`src/rtl/pacman_collision_ctrl_pkg.sv`:
```
// pacman_collision_ctrl_pkg: shared state type, default constants and distance helper
package pacman_collision_ctrl_pkg;
  typedef enum logic [1:0] {PLAYING, DYING, RESPAWN, GAME_OVER} collision_state_t;
  localparam int HIT_DIST_DEFAULT = 6;
  localparam int DEATH_FRAMES_DEFAULT = 90;
  localparam int START_LIVES_DEFAULT = 3;
  localparam int GRACE_FRAMES_DEFAULT = 60;
  function automatic logic [8:0] abs_diff(input logic [8:0] a, input logic [8:0] b);
    return (a >= b) ? a - b : b - a;
  endfunction
endpackage

```
`src/rtl/sprite_overlap.sv`:
```
// sprite_overlap: combinational box-overlap test between two sprite positions
module sprite_overlap
  import pacman_collision_ctrl_pkg::*;
#(
  parameter int HIT_DIST = HIT_DIST_DEFAULT
) (
  input  logic [8:0] x_a,
  input  logic [8:0] y_a,
  input  logic [8:0] x_b,
  input  logic [8:0] y_b,
  output logic       overlap
);
  logic [8:0] dx, dy;
  always_comb begin
    dx = abs_diff(x_a, x_b);
    dy = abs_diff(y_a, y_b);
    overlap = (dx < 9'(HIT_DIST)) && (dy < 9'(HIT_DIST));
  end
endmodule

```
`src/rtl/pacman_collision_ctrl.sv`:
```
// pacman_collision_ctrl: life/death/respawn FSM; PACMAN_GRACE_EN adds a post-respawn grace window
module pacman_collision_ctrl
  import pacman_collision_ctrl_pkg::*;
#(
`ifdef PACMAN_GRACE_EN
  parameter int GRACE_FRAMES = GRACE_FRAMES_DEFAULT,
`endif
  parameter int HIT_DIST = HIT_DIST_DEFAULT,
  parameter int DEATH_FRAMES = DEATH_FRAMES_DEFAULT,
  parameter int START_LIVES = START_LIVES_DEFAULT
) (
  input  logic       vga_pix_clk,
  input  logic       rst,
  input  logic       frame_stb,
  input  logic [8:0] x_pac,
  input  logic [8:0] y_pac,
  input  logic [8:0] x_ghost,
  input  logic [8:0] y_ghost,
  output logic       freeze,
  output logic       respawn,
  output logic       hit,
  output logic [1:0] lives,
  output logic       game_over,
  output logic       invuln
);
  localparam int FW = $clog2(DEATH_FRAMES + 1);
  collision_state_t state;
  logic [FW-1:0] fcnt;
  logic overlap;
  sprite_overlap #(.HIT_DIST(HIT_DIST)) u_overlap (
    .x_a(x_pac), .y_a(y_pac), .x_b(x_ghost), .y_b(y_ghost), .overlap(overlap)
  );
`ifdef PACMAN_GRACE_EN
  localparam int GW = $clog2(GRACE_FRAMES + 1);
  logic [GW-1:0] grace;
  always_ff @(posedge vga_pix_clk)
    if (rst) grace <= '0;
    else if (state == RESPAWN) grace <= GW'(GRACE_FRAMES);
    else if (state == PLAYING && frame_stb && grace != '0) grace <= grace - 1'b1;
  assign invuln = grace != '0;
`else
  assign invuln = 1'b0;
`endif
  // positions are only trusted on frame_stb, before the movers step on that edge
  always_ff @(posedge vga_pix_clk) begin
    if (rst) begin
      state <= PLAYING;
      lives <= 2'(START_LIVES);
      fcnt <= '0;
      freeze <= 1'b0;
      respawn <= 1'b0;
      hit <= 1'b0;
      game_over <= 1'b0;
    end else begin
      hit <= 1'b0;
      respawn <= 1'b0;
      case (state)
        PLAYING:
          if (frame_stb && overlap && !invuln) begin
            state <= DYING;
            hit <= 1'b1;
            freeze <= 1'b1;
            lives <= lives - 2'd1;
            fcnt <= '0;
          end
        DYING:
          if (frame_stb) begin
            if (fcnt == FW'(DEATH_FRAMES - 1)) begin
              state <= (lives == 2'd0) ? GAME_OVER : RESPAWN;
              game_over <= lives == 2'd0;
              respawn <= lives != 2'd0;
            end else fcnt <= fcnt + 1'b1;
          end
        RESPAWN: begin
          state <= PLAYING;
          freeze <= 1'b0;
        end
        default: ;
      endcase
    end
  end
endmodule

```
`config.mk`:
```
export PLATFORM = sky130hd
export DESIGN_NAME = pacman_collision_ctrl
export DESIGN_NICKNAME = d
export VERILOG_FILES = /design/src/rtl/pacman_collision_ctrl_pkg.sv /design/src/rtl/sprite_overlap.sv /design/src/rtl/pacman_collision_ctrl.sv
export SDC_FILE = /design/constraint.sdc
export NUM_CORES = 1
export LEC_CHECK = 0
export BUFFER_PORTS_ARGS = -buffer_cell sky130_fd_sc_hd__buf_4
export CAP_MARGIN = 20
export CORE_UTILIZATION = 30
export DETAILED_ROUTE_END_ITERATION = 6
export PLACE_DENSITY_LB_ADDON = 0.1
export SETUP_SLACK_MARGIN = 0.1
export SLEW_MARGIN = 10
export SYNTH_ARGS = -nofsm -noshare
export SYNTH_HDL_FRONTEND = slang
export SYNTH_SLANG_ARGS = --single-unit
```
`constraint.sdc`:
```
create_clock -name vga_pix_clk -period 7.5 [get_ports vga_pix_clk]
set_clock_uncertainty 0.05 [all_clocks]
set_input_delay 0 -clock vga_pix_clk [delete_from_list [all_inputs] [get_ports vga_pix_clk]]
set_output_delay 0 -clock vga_pix_clk [all_outputs]
set_load 0.03 [all_outputs]
```
**Word level (Yosys, flattened, before mapping)**

Cells that the tools add are included.

- Bits in registers: 15
- Input port bits: 39
- Output and inout port bits: 7
- Word-level logic and storage cells: 57

- Add/sub/neg operators: 6
- Magnitude comparators: 4
- Eq/ne operators: 7
- Mux-type cells: 14
- Bitwise gates (word level): 4
- Reduce and logical (&&, ||, !) cells: 15

Operators with widths:

| kind | number |
|---|---|
| subtractor 9 bit | 4 |
| 2-to-1 mux 7 bit | 3 |
| greater-or-equal comparator 9 bit | 2 |
| less-than comparator 9 x 3 -> 1 bit, second input constant | 2 |
| 2-to-1 mux 9 bit | 2 |
| case mux 7 bit (2 select lines) | 1 |
| inequality test 2 bit, second input constant | 4 |
| AND reduction 4 bit | 2 |
| adder 7 x 1 -> 7 bit, second input constant | 1 |
| == test 7 bit, second input constant | 1 |
| 2-to-1 mux 2 bit | 3 |
| case mux 2 bit (3 select lines) | 1 |
| nonzero test 2 bit | 3 |
| zero test 2 bit | 2 |
| NOT 1 bit | 4 |
| AND reduction 2 bit | 2 |
| OR reduction 4 bit | 1 |
| 2-to-1 mux 1 bit | 3 |
| AND reduction 3 bit | 1 |
| nonzero test 3 bit | 1 |
| == test 2 x 1 -> 1 bit, second input constant | 1 |
| == test 2 bit, second input constant | 1 |
| logical AND 1 bit | 2 |
| case mux 1 bit (2 select lines) | 1 |
| other kinds (2) | 2 |

**Longest topological paths before layout**

Gate-level depths: netlist of run 1.

- Depth after elaboration: 7
- Depth in mapped cells: 14
- Mapped depth without buffers: 13

**Hierarchy**

From an unflattened synthesis of run 1, not the netlist that was laid out.

- Cell total of the unflattened synthesis: 337
- Area, all modules: 2529.9 um2

By module, submodules not included:

| module | instances | cells an instance | area each (um2) | sequential area each (um2) |
|---|---|---|---|---|
| sprite_overlap | 1 | 242 | 1715.4 | 0.0 |
| pacman_collision_ctrl | 1 | 95 | 814.5 | 300.3 |

**Worst setup path after synthesis of run 1**

No wires, ideal clock.

- Path type: input to register
- Start point: input x_pac[0]
- End point: register fcnt[0]
- Library setup time: 0.131 ns
- Data arrival time: 2.598 ns
- Required time: 7.319 ns
- Slack: 4.721 ns
- Stages: 14
- Buffers on the path: 1
- Path through: inv_1 > ha_1 > inv_1 > fa_1 > a21o_1 > a21oi_2 > o211ai_1 > xor2_1 > or4_1 > o32ai_2 > a22oi_2 > clkbuf_1 > o311ai_1 > o41ai_1

- Word-level cells in the longest chain between the ends: 7
- Elaborated cells on any way between the ends: 9
- Those cells by class: add/sub (2); order compare (2); eq/ne (1); mux (1); reduce/logical (3)

RTL lines:

| what | RTL line | RTL |
|---|---|---|
| start: declaration | pacman_collision_ctrl.sv:15 | `input logic [8:0] x_pac,` |
| subtractor 9 bit / greater-or-equal comparator 9 bit (equally long branches) | pacman_collision_ctrl_pkg.sv:9 | `return (a >= b) ? a - b : b - a;` |
| 2-to-1 mux 9 bit (*) | pacman_collision_ctrl_pkg.sv:9 |  |
| less-than comparator 9 x 3 -> 1 bit (*) | sprite_overlap.sv:17 | `overlap = (dx < 9'(HIT_DIST)) && (dy < 9'(HIT_DIST));` |
| logical AND 1 bit (*) | sprite_overlap.sv:17 |  |
| logical AND 1 bit (*) | pacman_collision_ctrl.sv:59 | `if (frame_stb && overlap && !invuln) begin` |
| inequality test 2 bit (no source line) (*) | - |  |
| AND reduction 4 bit (no source line) (*) | - |  |
| end signal: assignment | pacman_collision_ctrl.sv:72 | `end else fcnt <= fcnt + 1'b1;` |
| end: declaration | pacman_collision_ctrl.sv:28 | `logic [FW-1:0] fcnt;` |

Every way passes the cells marked *; elsewhere a longest branch is shown, timed or not.
A chain may end at the register's enable or synchronous reset.

**Worst setup path after layout of run 1**

- Start point: input x_pac[0]
- End point: register fcnt[5]

The elaborated chain is that of the path after synthesis.

==> flow_summary.json, run 1 <==
{
  "die_x_um": 90.8,
  "clkTransAtPathRegs_ns": 0.06,
  "outcome": "finished, final reports clean",
  "ios": 46,
  "synth_warnings": 0,
  "drive_gt1_frac": 0.154,
  "async_flop_share": 0,
  "clock.fmax_mhz": 337,
  "clock_latency_ns": 0.25,
  "cts_root_buf": "clkbuf_8",
  "r2r_start": "state[0]",
  "synth_area_sq_um": 2370,
  "power.share.clock": 0.224,
  "cts_htree_levels": 1,
  "power_switching_mw": 0.106,
  "rrSetupSlack_ns": 4.83,
  "critPathMaxFanout": 15,
  "n_antenna_cell": 0,
  "synth_edf_count": 0,
  "die_area_sq_um": 8250,
  "clockBufferDepth": 2,
  "cts_resized": 0,
  "grt_max_degree": 16,
  "dpl.hpwl_mm": 4.58,
  "port_buffers": 44,
  "start_util": 0.308,
  "viasPerCell": 5.05,
  "drv_cap": 0,
  "numCtsBuffers": 3,
  "coreArea_sq_um": 7690,
  "synth_ff_type": "dfxtp_1",
  "globalplace.congestion": 0.799,
  "max_stage_delay_ns": 0.54,
  "synth_nets": 396,
  "final_cells": 452,
  "yosysTopAreaCellShare": 0.196,
  "seqPwrFrac": 0.277,
  "grt_pass1_wl_mm": 9.43,
  "syn_inst": 316,
  "finalHoldViolCount": 0,
  "yosys.area.top_type": "ha_1",
  "crit_path_end_kind": "flip-flop",
  "nets": 431,
  "grt_usage": 0.134,
  "synthTopCellsByArea": "ha_1 20%, dfxtp_1 13%, inv_1 7.6%, a21oi_1 6.3%, fa_1 3.4%",
  "die_h_um": 90.8,
  "ys_ff_latch": 15,
  "hold_path_class": "primary input to flip-flop",
  "drc": 0,
  "wl_per_cell_um": 12.0,
  "row_count": 32,
  "ant_nets": 0,
  "hold_start": "frame_stb",
  "grt_pass1_vias": 2217,
  "yosysUniqueCellTypes": 60,
  "wirelength_mm": 5.44,
  "area_growth_pct": 18.7,
  "crit_required_ns": 7.63,
  "grt-ovfl-total": 0,
  "layout_setup_ws_ns": 4.54,
  "dp.cells": 447,
  "power_leakage_nw": 1.32,
  "dp_worst_setup_slack_ns": 4.27,
  "crit_chain": "buf_4, inv_1, ha_1, inv_1, fa_1, a21o_1, a21oi_2, o211ai_1, xor2_1, or4_1, o32ai_2, a22oi_2, or4_1, a21oi_1",
  "powerDensity_nw_per_um2": 102,
  "crit_path_start_kind": "primary input",
  "irDropWorstVdd_mv": 0.0426,
  "fin_crit_ns": 2.96,
  "synth-seq-area-share": 0.127,
  "tightest_slew_ns": 0.687,
  "combPwrFrac": 0.499,
  "antenna_found_initial": 0,
  "fin_setup_tns_ns": 0,
  "placed_cell_area_sq_um": 2750,
  "slew_headroom": 0.530,
  "cts.sinks": 15,
  "rsz0062_at_grt": "no",
  "stdcell_area_sq_um": 2810,
  "drtIter0Drc": 85,
  "swShare": 0.368,
  "fin_util": 0.365,
  "p_int_mw": 0.182,
  "drv_slew": 0,
  "finalCritPeriodShare": 0.395,
  "synth_area_per_cell_sq_um": 7.49,
  "cts_tree": "done",
  "cp_data_arrival_time_ns": 3.09,
  "setup_viol": 0,
  "cp_slowest_cell": "or4_1",
  "critPathLaunch": "x_pac[0]",
  "dr.pass1.iters": 4,
  "critPathKind": "primary input to flip-flop",
  "num_vias": 2282
}
==> layout make-up <==
class / instances / area (sq um)
fillers: 857 / 4880
multi-input cells: 238 / 1810
repair buffers: 45 / 340
flip-flops and latches: 15 / 300
inverters: 48 / 180
well taps: 102 / 128
clock buffers: 3 / 41.3
clock inverters: 1 / 5.00
==> power groups by stage <==
stage,clock network [mW],logic (mW),registers [mW]
floorplan,0,0.102,0.0814
global placement,0,0.145,0.0814
detailed placement,0,0.143,0.0814
CTS,0.0665,0.144,0.0797
global route,0.0698,0.162,0.0796
finish,0.0645,0.143,0.0797
==> cells by family (layout without fill, tap and decap cells) <==
kind of cell               count (synthesis)  in the layout  share of synthesized area
AOI/OAI and AO/OA                         94             94                      0.273
and+or+nand+nor                           83             83                      0.188
buffers and inverters                     63             97                      0.106
adders and majority gates                 41             41                      0.230
DFF                                       15             15                      0.127
xor gates and xnor gates                  14             14                     0.0518
muxes                                      5              5                     0.0222
other                                      1              1                    0.00158
==> flip-flops by register name, indices dropped and copies added, names as in the netlist <==
name,flops
respawn,1
lives,2
game_over,1
fcnt,7
freeze,1
hit,1
state,2
==> cells in the mapped netlist (7+ instances only) <==
cell	n
xor2_1	8
nand3_1	9
inv_1	48
nand4_1	7
a21o_1	7
nand2_1	19
clkbuf_1	10
o21ai_0	8
ha_1	37
a21oi_1	30
nor2_1	15
dfxtp_1	15
==> metal layers <==
metal	up-vias	routed length, um	track usage
li1	1185	-	-
met1	1050	2490	0.164
met2	41	2730	0.245
met3	6	175	0.0185
met4	0	50	0.0291
met5	-	0	0
==> stage by stage <==
step / hold WS (ns) / power [mW]
floorplan: 0.0191 / 0.184
global placement: 0.169 / 0.227
detailed placement: 0.164 / 0.224
CTS: 0.00599 / 0.290
global route: 0.0185 / 0.311
finish: 0.00655 / 0.288
==> worst paths after layout <==
kind          endpoint  cells after the start
min reg2reg  game_over                      2
max reg2reg    fcnt[5]                      9
min          game_over                      3
max            fcnt[5]                     14
==> repair_timing <==
action                                  in CTS  in global routing
buffers inserted                             0                  0
endpoints found under the setup margin       0                  0
hold buffers                                 1                  0
hold endpoints to repair                     5                  0
==> critical path: cells and delay by family <==
family,cells,cell delay [ns]
adders and majority gates,2,0.57
xor gates and xnor gates,1,0.15
AOI/OAI and AO/OA,6,1.19
buffers and inverters,3,0.22
and+or+nand+nor,2,0.97
==> placed cells by master, fill, tap and decap left out, drive strengths merged, types with 3 or more instances in the layout <==
cell	count
nand2	19
o21ai	9
dfxtp	15
nor2	15
xnor2	6
nor3	3
inv	48
nand3b	6
o211ai	3
o311ai	3
o31ai	5
a21o	7
nand3	9
a31oi	4
xor2	8
mux2i	3
fa	4
ha	37
nand2b	6
a21oi	31
o2111ai	3
o21a	5
nand4	7
a21boi	3
or4	6
buf	44
clkbuf	3
Power figures use the tool's default switching activity.
==> run 2, diff against run 1 <==
- ABC_AREA: default -> 1
- clock period: 7.5 -> 2.9 ns (I/O delays scaled with it)
==> run 2 against run 1 <==
Clock power increased to 2.7 times the previous value; flip-flop and latch count unchanged; setup slack worse by 3.8 ns; final area increased by 17%; worst hold slack better by 0.029 ns; non-clock buffer count unchanged; first-iteration DRC count decreased by 21%; sequential share of layout area fell by 1.5 points; routed wire length up 17%; core utilization is 0.30 points higher; synthesized cell count increased by 51%; largest power group unchanged.
==> flow_summary.json, run 2 <==
{
  "finalCritPeriodShare": 0.747,
  "antenna_found_initial": 0,
  "grt_pass1_wl_mm": 11.7,
  "nets": 603,
  "hold_start": "frame_stb",
  "largest_reg_flops": 7,
  "min_path_cells": 3,
  "critPathMaxFanout": 11,
  "drv_cap": 0,
  "maxUsedRoutingLayer": "met4",
  "fin_setup_tns_ns": 0,
  "clockBufferDepth": 2,
  "setup_viol": 0,
  "critPathKind": "primary input to flip-flop",
  "async_flop_share": 0,
  "power_leakage_nw": 1.91,
  "fin_crit_ns": 2.17,
  "wl_per_cell_um": 10.1,
  "row_count": 34,
  "final_cell_mix": "153 x nand2_1, 102 x inv_1, 44 x buf_4",
  "synth_nets": 558,
  "start_util": 0.315,
  "grt_max_degree": 13,
  "ys_ff_latch": 15,
  "die_area_sq_um": 9740,
  "ant_nets": 0,
  "synth-seq-area-share": 0.107,
  "cts_root_buf": "clkbuf_8",
  "grt-ovfl-total": 0,
  "regMostFlops": "fcnt",
  "min_to": "hit",
  "synth_ff_type": "dfxtp_1",
  "area_growth_pct": 16.8,
  "crit_path_end_kind": "flip-flop",
  "drc": 0,
  "met3_length_um": 175,
  "yosysMostFrequentCell": "nand2_1",
  "drv_slew": 0,
  "synthTopCellsByCount": "153 x nand2_1, 102 x inv_1, 41 x nand3_1, 37 x ha_1, 33 x nor2_1",
  "viasPerCell": 4.47,
  "ios": 46,
  "grt_usage": 0.142,
  "synth_edf_count": 0,
  "synth_warnings": 0,
  "drtIter0Drc": 67,
  "cp_data_arrival_time_ns": 2.26,
  "post_cts.repair.setup_buffers": 0,
  "final_cells": 630,
  "irDropWorstVdd_mv": 0.193,
  "dpl.hpwl_mm": 5.59,
  "fin_util": 0.368,
  "r2r-end": "fcnt[0]",
  "dp.cells": 625,
  "grt_pass1_vias": 2822,
  "synth_area_sq_um": 2800,
  "cts_htree_levels": 1,
  "synth_area_per_cell_sq_um": 5.87,
  "drive_gt1_frac": 0.151,
  "tightest_slew_ns": 0.543,
  "coreArea_sq_um": 8890,
  "synthTopCellsByArea": "nand2_1 20%, ha_1 17%, inv_1 14%, dfxtp_1 11%, nand3_1 7.3%",
  "syn_inst": 478,
  "wl_met2_mm": 2.91,
  "powerDensity_nw_per_um2": 279,
  "reg.largest.list": "fcnt (7), lives (2), state (2)",
  "die_h_um": 98.7,
  "cts_tree": "done",
  "finalHoldViolCount": 0,
  "r2r_start": "fcnt[1]",
  "port_buffers": 44,
  "clock_latency_ns": 0.25,
  "num-fill-cells": 1000,
  "numCtsBuffers": 3,
  "crit_path_start_kind": "primary input",
  "slew_headroom": 0.637,
  "hold_path_class": "primary input to flip-flop",
  "n_antenna_cell": 0,
  "crit_required_ns": 3.00,
  "r2r_cells": 10,
  "clkTransAtPathRegs_ns": 0.06,
  "yosysTopAreaCellShare": 0.205,
  "layout_commonest_cell": "nand2_1",
  "rsz0062_at_grt": "no",
  "wl_met1_mm": 3.26,
  "outcome": "finished, final reports clean",
  "globalplace.congestion": 0.808,
  "dr.pass1.iters": 6,
  "yosys.area.top_type": "nand2_1",
  "rrSetupSlack_ns": 1.08,
  "cts_resized": 0,
  "yosysUniqueCellTypes": 36,
  "wirelength_mm": 6.39,
  "num_vias": 2816,
  "cts.sinks": 15,
  "clock.fmax_mhz": 462,
  "die_x_um": 98.7
}
run 2: metal layers:
| metal | global-route usage | vias to the layer above |
|---|---|---|
| li1 | - | 1560 |
| met3 | 0.0191 | 6 |
| met4 | 0.0195 | 0 |
| met5 | 0 | - |
| met1 | 0.188 | 1207 |
| met2 | 0.252 | 43 |
run 2: logic make-up after synthesis:
| logic type | after synthesis | synth area share |
|---|---|---|
| flip-flops | 15 | 0.107 |
| other | 1 | 0.00134 |
| XOR/XNOR | 7 | 0.0219 |
| AO/OA/AOI/OAI | 33 | 0.0754 |
| buffers and inverters | 110 | 0.158 |
| multiplexers | 1 | 0.00357 |
| AND/OR/NAND/NOR | 270 | 0.439 |
| adder cells (fa/ha/maj) | 41 | 0.194 |
run 2: cell type report:
cell class | instances | area [sq um] | share of cell area
clock buffers | 3 | 41.3 | 0.0126
clock inverters | 1 | 5.00 | 0.00153
inverters | 105 | 394 | 0.120
multi-input cells | 353 | 2060 | 0.629
flip-flops and latches | 15 | 300 | 0.0917
well taps | 108 | 135 | 0.0413
repair buffers | 45 | 340 | 0.104
run 2: worst max path at each step:
stage | start | to | slack, ns | depth (start not counted)
finish | y_pac[3] | fcnt[0] | 0.73 | 18
global route | x_ghost[0] | fcnt[0] | 0.43 | 19
CTS | y_pac[3] | fcnt[0] | 0.72 | 18
detailed placement | y_pac[3] | fcnt[0] | 0.47 | 18
global placement | y_pac[3] | fcnt[0] | 0.47 | 18
floorplan | y_pac[0] | fcnt[0] | 0.87 | 18
run 2: power breakdown:
| group | switching (mW) | internal, mW |
|---|---|---|
| logic | 0.319 | 0.199 |
| clock network | 0.0769 | 0.0953 |
| registers | 0.00834 | 0.216 |
| total | 0.404 | 0.511 |
run 2: critical path, cell delays in order:
cell and delay (ns):
buf_4 0.08, inv_1 0.03, ha_1 0.52, nand2_1 0.20, nor2_2 0.15, nand2_1 0.08, nand3_1 0.07, nand2_1 0.05
nand2_1 0.06, nand2_1 0.07, nor2_2 0.08, nand2_1 0.06, nand2_2 0.08, nand3_4 0.08, o21bai_4 0.25, nand3_4 0.18
a21oi_1 0.16, nor2_1 0.05
run 2: timing repair:
item,CTS,global route
hold buffers,1,0
hold endpoints to repair,9,0
setup endpoints to repair,0,0
run 2: per-stage QoR:
step / total power, mW / instance area, sq um / hold WS (ns) / setup WS (ns)
floorplan: 0.619 / 2800 / 0.0375 / 0.870
global placement: 0.749 / 3220 / 0.227 / 0.471
detailed placement: 0.751 / 3220 / 0.236 / 0.466
CTS: 0.928 / 3280 / 0.0291 / 0.723
global route: 1.02 / 3280 / 0.0260 / 0.430
finish: 0.914 / 3280 / 0.0354 / 0.735
==> run 3, diff against run 2 <==
- clock period: 2.9 -> 1.9 ns (I/O delays scaled with it)
==> run 3 against run 2 <==
The flow now finishes with violations (setup timing); critical path type unchanged; sequential power grew 52%; non-clock buffer count grew 54; via count grew 8.7%; routed wire length grew 11%.
==> flow_summary.json, run 3 (synthesized netlist as in run 2, its figures left out) <==
{
  "viasPerCell": 4.47,
  "regMostFlops": "fcnt",
  "grt_max_degree": 13,
  "cts_htree_levels": 1,
  "coreArea_sq_um": 8890,
  "r2r_start": "fcnt[1]",
  "die_h_um": 98.7,
  "violations": "setup timing",
  "hold_path_class": "primary input to flip-flop",
  "fin_setup_tns_ns": -0.458,
  "globalplace.congestion": 0.789,
  "drv_cap": 0,
  "irDropWorstVdd_mv": 0.427,
  "drive_gt1_frac": 0.298,
  "finalCritPeriodShare": 1.05,
  "drtIter0Drc": 75,
  "final_cell_mix": "145 x nand2_1, 95 x buf_4, 94 x inv_1",
  "hold_start": "frame_stb",
  "ant_nets": 0,
  "crit_required_ns": 2.00,
  "finalHoldViolCount": 0,
  "clock_latency_ns": 0.25,
  "port_buffers": 44,
  "layout_commonest_cell": "nand2_1",
  "cp_data_arrival_time_ns": 2.09,
  "critPathKind": "primary input to flip-flop",
  "ios": 46,
  "dr.pass1.iters": 4,
  "antenna_found_initial": 0,
  "clkTransAtPathRegs_ns": 0.06,
  "n_antenna_cell": 0,
  "dp_worst_setup_slack_ns": -0.494,
  "critPathLaunch": "x_pac[0]",
  "wirelength_mm": 7.07,
  "die_area_sq_um": 9740,
  "crit_path_end_kind": "flip-flop",
  "largest_reg_flops": 7,
  "cts_root_buf": "clkbuf_8",
  "nets": 658,
  "outcome": "complete, but fails checks",
  "dpl.hpwl_mm": 5.94,
  "clockBufferDepth": 2,
  "wl_per_cell_um": 10.3,
  "cts_tree": "done",
  "drv_slew": 0,
  "grt_usage": 0.151,
  "crit_path_start_kind": "primary input",
  "stdcell_area_sq_um": 3930,
  "setup_viol": 9,
  "clock.fmax_mhz": 501,
  "tightest_slew_ns": 0.530,
  "grt-ovfl-total": 0,
  "power_leakage_nw": 2.19,
  "min_path_cells": 5,
  "critPathMaxFanout": 5,
  "placed_cell_area_sq_um": 3650,
  "rsz0062_at_grt": "yes",
  "die_x_um": 98.7,
  "row_count": 34,
  "numCtsBuffers": 3,
  "grt_pass1_wl_mm": 12.4,
  "drc": 0,
  "grt_pass1_vias": 2999,
  "layout_setup_ws_ns": -0.0966,
  "reg.largest.list": "fcnt (7), lives (2), state (2)",
  "fin_crit_ns": 2.00,
  "powerDensity_nw_per_um2": 414,
  "num_vias": 3060,
  "start_util": 0.315,
  "cts.sinks": 15,
  "area_growth_pct": 40.1,
  "r2r_cells": 11,
  "slew_headroom": 0.645
}
run 3: cell types whose count changed in the layout (fill, tap and decap cells not counted), sizes merged:
cell and delta:
buf +54, clkbuf +1, clkinv -1, o21bai +1
run 3: area by class of cell:
type	count	area (sq um)
flip-flops and latches	15	300
inverters	105	419
multi-input cells	354	2250
clock buffers	4	45.0
repair buffers	99	773
fillers	962	4960
well taps	108	135
run 3: metal layers:
layer  part of all wire  up-vias  track usage
met5                  0        -            0
met3              0.028        6       0.0199
met1               0.49     1338        0.191
met4             0.0081        0       0.0218
met2               0.48       46        0.278
li1                   -     1670            -
run 3: worst paths after layout:
| kind | end | slack, ns |
|---|---|---|
| worst max register to register | fcnt[1] | 0.11 |
| worst min register to register | state[1] | 0.44 |
| worst max-delay path | fcnt[1] | -0.1 |
| worst min-delay path | respawn | 0.14 |
run 3: report_power, final:
group          switching (mW)  internal [mW]  total, mW  leakage [nW]
registers              0.0103          0.329      0.340         0.121
clock network           0.110          0.149      0.259        0.0228
logic                   0.563          0.466       1.03          2.05
total                   0.684          0.944       1.63          2.19
run 3: timing repair:
item                       in CTS  in global routing
setup endpoints to repair      13                 13
gates resized for setup        24                 12
hold buffers                    1                  0
cloned                          1                  0
hold endpoints to repair        8                  0
pin swaps                      17                  6
setup buffers                   3                  5
run 3: metrics by stage:
stage / utilization / hold slack, ns / instances / total power [mW]
global placement: 0.411 / 0.227 / 671 / 1.28
floorplan: - / 0.0375 / 478 / 0.968
finish: 0.442 / 0.136 / 685 / 1.63
global route: 0.442 / 0.181 / 685 / 1.79
CTS: 0.431 / 0.137 / 680 / 1.59
detailed placement: 0.411 / 0.223 / 671 / 1.29
run 3: critical path, cell delays in order:
cell      delay, ns
buf_12         0.12
inv_12         0.04
ha_4           0.12
inv_4          0.03
fa_2           0.34
nand2_2        0.10
nand3_4        0.09
nand2_1        0.07
nand2_1        0.05
nand2_1        0.07
nand3_2        0.07
nor2_2         0.10
nand3_1        0.11
nand2_2        0.10
nand2_4        0.07
o21bai_4       0.22
buf_4          0.15
nand4_1        0.08
nand2_1        0.11
nor2_2         0.04
